## config.mk

```make
export PLATFORM = sky130hd
export DESIGN_NAME = password_lock_controller
export DESIGN_NICKNAME = d
export VERILOG_FILES = /design/src/rtl/password_lock_controller.sv
export SDC_FILE = /design/constraint.sdc
export NUM_CORES = 1
export LEC_CHECK = 0
export ABC_AREA = 1
export BUFFER_PORTS_ARGS = -buffer_cell sky130_fd_sc_hd__buf_2
export CAP_MARGIN = 20
export CORE_MARGIN = 5
export CORE_UTILIZATION = 55
export CTS_BUF_LIST = sky130_fd_sc_hd__clkbuf_4 sky130_fd_sc_hd__clkbuf_8
export DETAILED_ROUTE_END_ITERATION = 8
export GPL_TIMING_DRIVEN = 0
export PLACE_DENSITY = 0.77
export SLEW_MARGIN = 40
export SYNTH_ARGS = -nofsm -noshare
export SYNTH_HDL_FRONTEND = slang
export SYNTH_SLANG_ARGS = --single-unit
export TNS_END_PERCENT = 1
```

## constraint.sdc

```tcl
create_clock -name CLK -period 1.68 [get_ports CLK]
set_clock_uncertainty 0.1 [all_clocks]
set_input_delay 0.168 -clock CLK [delete_from_list [all_inputs] [get_ports CLK]]
set_output_delay 0.168 -clock CLK [all_outputs]
set_load 0.1 [all_outputs]
```

## src/rtl/password_lock_controller.sv

```systemverilog
// Keypad sequencing controller for the serial password lock: feeds digits to the
// validator, handles lockdown timing and (with PW_PROGRAM_EN defined) password reprogramming.
module password_lock_controller #(
    parameter logic [15:0] DEFAULT_PW  = 16'h1234,
    parameter int unsigned LOCK_CYCLES = 1000
) (
    input  logic       CLK,
    input  logic       RST,
    input  logic       keyValid,
    input  logic [3:0] keyCode,
    input  logic [1:0] vAddress,
    output logic [3:0] vData,
    output logic [3:0] vDigit,
    output logic       vEnable,
    output logic       vRstN,
    output logic       vResetLockDown,
    input  logic       vUnlock,
    input  logic       vError,
    input  logic       vLockDown,
    output logic       busy,
    output logic       unlocked,
    output logic       locked,
    output logic       pwChanged
);

    localparam int unsigned TW = $clog2(LOCK_CYCLES);

    typedef enum logic [2:0] {
        S_IDLE,
        S_STROBE,
        S_WAIT,
        S_RESTART,
        S_UNLOCKED,
        S_PROGRAM,
        S_COMMIT,
        S_LOCKED
    } state_t;

    state_t        state_q, state_d;
    logic [TW-1:0] timer_q, timer_d;
    logic [3:0]    vdigit_q, vdigit_d;
    logic          vrstn_q, vrstn_d;
    logic [15:0]   pw_cur;

    logic key_digit, key_enter, key_clear;
    assign key_digit = keyValid && (keyCode < 4'd10);
    assign key_enter = keyValid && (keyCode == 4'hA);
    assign key_clear = keyValid && (keyCode == 4'hB);

`ifdef PW_PROGRAM_EN
    logic [15:0] pw_q, pw_d;
    logic [15:0] shadow_q, shadow_d;
    logic [1:0]  idx_q, idx_d;
    assign pw_cur = pw_q;
`else
    assign pw_cur = DEFAULT_PW;
`endif

    always_ff @(posedge CLK or negedge RST) begin
        if (!RST) begin
            state_q  <= S_IDLE;
            timer_q  <= '0;
            vdigit_q <= '0;
            vrstn_q  <= 1'b0;
`ifdef PW_PROGRAM_EN
            pw_q     <= DEFAULT_PW;
            shadow_q <= '0;
            idx_q    <= '0;
`endif
        end else begin
            state_q  <= state_d;
            timer_q  <= timer_d;
            vdigit_q <= vdigit_d;
            vrstn_q  <= vrstn_d;
`ifdef PW_PROGRAM_EN
            pw_q     <= pw_d;
            shadow_q <= shadow_d;
            idx_q    <= idx_d;
`endif
        end
    end

    always_comb begin
        state_d  = state_q;
        timer_d  = timer_q;
        vdigit_d = vdigit_q;
`ifdef PW_PROGRAM_EN
        pw_d     = pw_q;
        shadow_d = shadow_q;
        idx_d    = idx_q;
`endif
        case (state_q)
            S_IDLE: begin
                if (key_digit) begin
                    vdigit_d = keyCode;
                    state_d  = S_STROBE;
                end else if (key_clear) begin
                    state_d = S_RESTART;
                end
            end
            S_STROBE: state_d = S_WAIT;
            S_WAIT: begin
                if (vLockDown) begin
                    state_d = S_LOCKED;
                    timer_d = TW'(LOCK_CYCLES - 1);
                end else if (vUnlock) begin
                    state_d = S_UNLOCKED;
                end else if (vError) begin
                    state_d = S_RESTART;
                end else begin
                    state_d = S_IDLE;
                end
            end
            S_RESTART: state_d = S_IDLE;
            S_UNLOCKED: begin
                if (key_clear) begin
                    state_d = S_RESTART;
`ifdef PW_PROGRAM_EN
                end else if (key_enter) begin
                    state_d = S_PROGRAM;
                    idx_d   = '0;
`endif
                end
            end
`ifdef PW_PROGRAM_EN
            S_PROGRAM: begin
                if (key_digit) begin
                    // index 0 is the most significant digit of the store
                    for (int unsigned i = 0; i < 4; i++) begin
                        if (idx_q == 2'(i)) shadow_d[4*(3-i) +: 4] = keyCode;
                    end
                    idx_d = idx_q + 2'd1;
                    if (idx_q == 2'd3) state_d = S_COMMIT;
                end else if (key_clear) begin
                    shadow_d = '0;
                    state_d  = S_UNLOCKED;
                end
            end
            S_COMMIT: begin
                pw_d    = shadow_q;
                state_d = S_RESTART;
            end
`endif
            S_LOCKED: begin
                if (timer_q == '0) state_d = S_RESTART;
                else               timer_d = timer_q - 1'b1;
            end
            default: state_d = S_IDLE;
        endcase
    end

    // vRstN is registered from the next state so its low phase coincides with RESTART
    assign vrstn_d = (state_d != S_RESTART);

    always_comb begin
        vData = '0;
        for (int unsigned i = 0; i < 4; i++) begin
            if (vAddress == 2'(i)) vData = pw_cur[4*(3-i) +: 4];
        end
    end

    assign vDigit         = vdigit_q;
    assign vRstN          = vrstn_q;
    assign vEnable        = (state_q == S_STROBE);
    assign vResetLockDown = (state_q == S_LOCKED) && (timer_q == '0);
    assign busy           = (state_q == S_STROBE) || (state_q == S_WAIT) ||
                            (state_q == S_RESTART) || (state_q == S_COMMIT) ||
                            (state_q == S_LOCKED);
    assign unlocked       = (state_q == S_UNLOCKED) || (state_q == S_PROGRAM);
    assign locked         = (state_q == S_LOCKED);
`ifdef PW_PROGRAM_EN
    assign pwChanged      = (state_q == S_COMMIT);
`else
    assign pwChanged      = 1'b0;
`endif

endmodule
```

======== Word-level counts from Yosys, hierarchy flattened ========
Index checks and enable logic that the tools add are counted.
word-level totals
  register bits ........................... 18
  bits of input ports ..................... 12
  output and inout port bits .............. 15
  word-level logic and storage cells ...... 48
operators by class
  add/sub/neg operators ................... 1
  order comparisons ....................... 1
  equal/unequal tests ..................... 14
  multiplexer cells ....................... 14
  reductions and logical operators ........ 14
operators with widths
  operator                                                                  count
  10-bit 2-to-1 mux                                                         2
  10-bit one-hot mux with 2 select lines                                    1
  3-bit 2-to-1 mux                                                          5
  3-bit one-hot mux with 5 select lines                                     1
  3-bit == test (second input constant)                                     4
  10-bit logical NOT                                                        1
  10-bit by 1-bit subtractor with 10-bit output (second input constant)     1
  4-bit 2-to-1 mux                                                          2
  3-bit by 2-bit == test with 1-bit output (second input constant)          2
  1-bit logical OR                                                          5
  2-bit == test (second input constant)                                     2
  4-bit == test (second input constant)                                     1
  4-bit less-than comparator (second input constant)                        1
  2-bit 2-to-1 mux                                                          2
  2-bit inequality test (second input constant)                             2
  3-bit by 1-bit == test with 1-bit output (second input constant)          1
  1-bit logical AND                                                         3
  3-bit logical NOT                                                         1
  3-bit by 2-bit inequality test with 1-bit output (second input constant)  1
  3-bit AND reduction                                                       1
  2-bit by 1-bit == test with 1-bit output (second input constant)          1
  2-bit logical NOT                                                         1
  2-bit AND reduction                                                       1
  2-bit nonzero test                                                        1
  1-bit 2-to-1 mux                                                          1

======== Longest topological paths before layout ========
  word-level depth ........................ 6
  mapped depth ............................ 9
  depth with buffers taken out ............ 9

======== Worst setup path after synthesis ========
No wires, ideal clock.
  path type ............................... input to output
  from .................................... input vAddress[0]
  to ...................................... output vData[0]
  data arrival time ....................... 2138 ps
  data required time ...................... 1412 ps
  path slack .............................. -726 ps
  stages .................................. 2
  path buffers ............................ 0
  cell sequence ........................... ha_1 -> nor2_1
on the way
  word-level cells in the longest chain between the ends .. 5
  elaborated cells on any way between the ends .. 8
  those cells by class .................... 3 x eq/ne; 4 x mux; 1 x reduce/logical
ends and longest elaborated chain
  what                  line  source
  start, declared       11    input logic [1:0] vAddress,
  2-bit logical NOT     158   if (vAddress == 2'(i)) vData = pw_cur[4*(3-i) +: 4];
  1-bit 2-to-1 mux      158
  2-bit 2-to-1 mux      158
  4-bit 2-to-1 mux      158
  4-bit 2-to-1 mux (*)  158
  end, declared         12    output logic [3:0] vData,
Every way passes the cells marked *; elsewhere a longest branch is shown, timed or not.

======== Final worst setup path ========
  from .................................... register timer_q[3]
  to ...................................... output vResetLockDown
on the way
  word-level cells in the longest chain between the ends .. 2
ends and longest elaborated chain
  what                    line  source
  start, declared         40    logic [TW-1:0] timer_q, timer_d;
  start signal, assigned  72    timer_q <= timer_d;
  10-bit logical NOT      165   assign vResetLockDown = (state_q == S_LOCKED) && (timer_q == '0);
  1-bit logical AND       165
  end, declared           16    output logic vResetLockDown,
Every way passes these cells.

==> results_dict.tcl <==
set metrics [dict create \
    outcome "finished with violations" \
    violated_checks "negative setup slack" \
    portbufs 24 \
    hold_slack_ps 20.0 \
    min_period_over_period_pct 104 \
    number_of_cells_in_the_finished_layout_apart_from_fillers 218 \
    cts_htree_levels 1 \
    yosysSeqAreaShare_pct 39.3 \
    worstSetupEndpointType "primary output" \
    dpl-instance-area_sq_mm 0.00131 \
    grt_remaining_overflow 0 \
    required_ps 1410 \
    setup_total_negative_slack_ps -63.7 \
    first_global_vias 1001 \
    tritoncts.num_buffers 3 \
    hpwlAfterDp_microns 1830 \
    num_antenna_cells 0 \
    num_vias 1120 \
    finish.utilization_pct 74.1 \
    detail_route.wirelength_microns 2620 \
    chip_height_microns 55.6 \
    total_power_mw 2.69 \
    place.detailed.instances 207 \
    fmax_mhz 573 \
    post_synth.cell_area_avg_sq_um 7.39 \
    cts_tree "done" \
    detail_route.first_pass.iterations 4 \
    final.setup.worst_slack_ps -63.7 \
    floorplan.rows 16 \
    setup.worst_path.class "flop to primary output" \
    worstSkewPairLatency_ps 300 \
    worstPathArrival_ps 1480 \
    gp_congestion 0.848 \
    synth_cell_types 25 \
    maximum_fanout_encountered_on_the_critical_timing_path 4 \
    power.ir.vdd_worst_mv 1.63 \
    hold_path.class "input pin to flop" \
    final_layout_size_suffix_gt1_share_pct 33.5 \
    floorplan.core_area_sq_mm 0.00198 \
    drv_cap 0 \
    fp.dieW_microns 55.6 \
    ant_nets 0 \
    iteration_0_drc_markers 27 \
    nNetsFinal 210 \
    pwr_density_cell_mw_per_mm2 1830 \
    wl_cell_microns 12.0 \
    syn_area_sq_mm 0.00114 \
    cts_num_sinks 18 \
    global_route.usage.total_pct 16.3 \
    slew_violations 0 \
    clock_pin_transition_on_the_worst_setup_and_hold_timing_paths_ps 100 \
    pre_cts_ws_ps -110 \
    io_pins 27 \
    area_delta_synth_final_pct 28.3 \
    synth_seq_cells 18 \
    ctsLongestPathBuffers 2 \
    layout.filler_cells 143 \
    post-route-cell-area_sq_mm 0.00147 \
    die_outline_area_sq_mm 0.00309 \
    grt_first_pass_wirelength_microns 4060 \
    drc_errors 0 \
    syn-instance-count 155 \
    avgViaCountPerCell 5.14 \
    start_util_pct 57.8 \
    setup_viol 1 \
    timing.final.crit_period_ps 1740 \
    finalHoldViolCount 0 \
    rsz0062_at_grt "yes" \
    critPathLaunchType "flop" \
    regToRegSetupSlack_ps 130 \
    clk_root_buffer_cell "clkbuf_4" \
    grt_antenna_before_repair 0 \
    synth.yosys.warnings 0 \
    grt_start_max_net_pins 19 \
    leakage_nw 0.766 \
]
[cell usage in the layout, fill, tap and decap left out, drive strengths merged, types with 3 or more instances in the layout]
cell type  count
nand2         52
buf           34
nor2          20
inv           19
dfrtp         18
nand3         13
o21ai         11
ha             5
clkbuf         3
nand3b         3
[cells by family (layout without fill, tap and decap cells)]
logic type | count (synthesis) | count (layout) | synth area share, %
AO/OA/AOI/OAI | 13 | 13 | 6.89
XOR/XNOR | 3 | 3 | 2.30
adder cells (fa/ha/maj) | 5 | 5 | 5.46
AND/OR/NAND/NOR | 92 | 92 | 36.4
flip-flops | 18 | 18 | 39.3
other | 1 | 2 | 0.328
buffers and inverters | 23 | 58 | 9.29
[sequential cells by signal, indices dropped and copies added (netlist names)]
name,count
state_q,3
vDigit,4
timer_q,10
vRstN,1
[layer usage]
layer	global-route usage (%)	up-vias	part of all wire [%]
met3	3.25	7	5.9
met4	10.4	0	2.2
met1	18.8	523	44
met5	0	-	0
li1	-	554	-
met2	27.2	36	48
[worst max-delay path: stages (launching register included)]
cell     delay [ps]
dfrtp_1         450
nor2_4          190
nand3_4         100
nor2_4          130
nand2_2          70
inv_2            60
buf_12          160
[path summary, 6_finish.rpt]
check | start | endpoint | depth (start not counted)
max reg2reg | timer_q[3] | timer_q[1] | 8
max in group asynchronous | RST | state_q[1] | 2
min reg2reg | vDigit[2] | vDigit[2] | 2
min in group asynchronous | RST | vDigit[2] | 2
max | timer_q[3] | vResetLockDown | 6
min | keyCode[1] | vDigit[1] | 3
[cells in the mapped netlist (all sizes together)]
library cell | number | share of area, %
conb | 1 | 0.33
o22a | 1 | 0.77
buf | 3 | 2.3
inv | 19 | 6.2
nand3 | 13 | 6.8
ha | 5 | 5.5
or2 | 1 | 0.55
nor2 | 20 | 7.2
clkinv | 1 | 0.77
xnor2 | 1 | 0.77
xor2 | 2 | 1.5
and2 | 1 | 0.55
nand2 | 52 | 18
nand4 | 2 | 1.1
dfrtp | 18 | 39
nand3b | 3 | 2.3
o21bai | 1 | 0.66
o21ai | 11 | 5.5
[timing repair]
| action | in CTS | in global routing |
|---|---|---|
| hold endpoints to repair | 18 | 0 |
| buffers inserted | 2 | 5 |
| pin swaps | 1 | 2 |
| setup endpoints to repair | 5 | 6 |
| hold buffers | 1 | 0 |
| resized for setup | 9 | 13 |
[report_power, final]
group	total [mW]	internal (mW)	leakage, nW	switching, mW
clock	0.224	0.0838	0.0138	0.140
sequential	0.790	0.612	0.213	0.178
combinational	1.67	0.422	0.539	1.25
total	2.69	1.12	0.766	1.57
[cell type report]
type | count | area (sq um) | share of cell area [%]
multi-input cells | 115 | 642 | 43.7
flip-flops and latches | 18 | 452 | 30.7
clock buffers | 3 | 22.5 | 1.53
repair buffers | 32 | 213 | 14.5
plain buffers | 3 | 26.3 | 1.79
well taps | 27 | 33.8 | 2.30
inverters | 20 | 80.1 | 5.45
(Power assumes the default switching activity.)
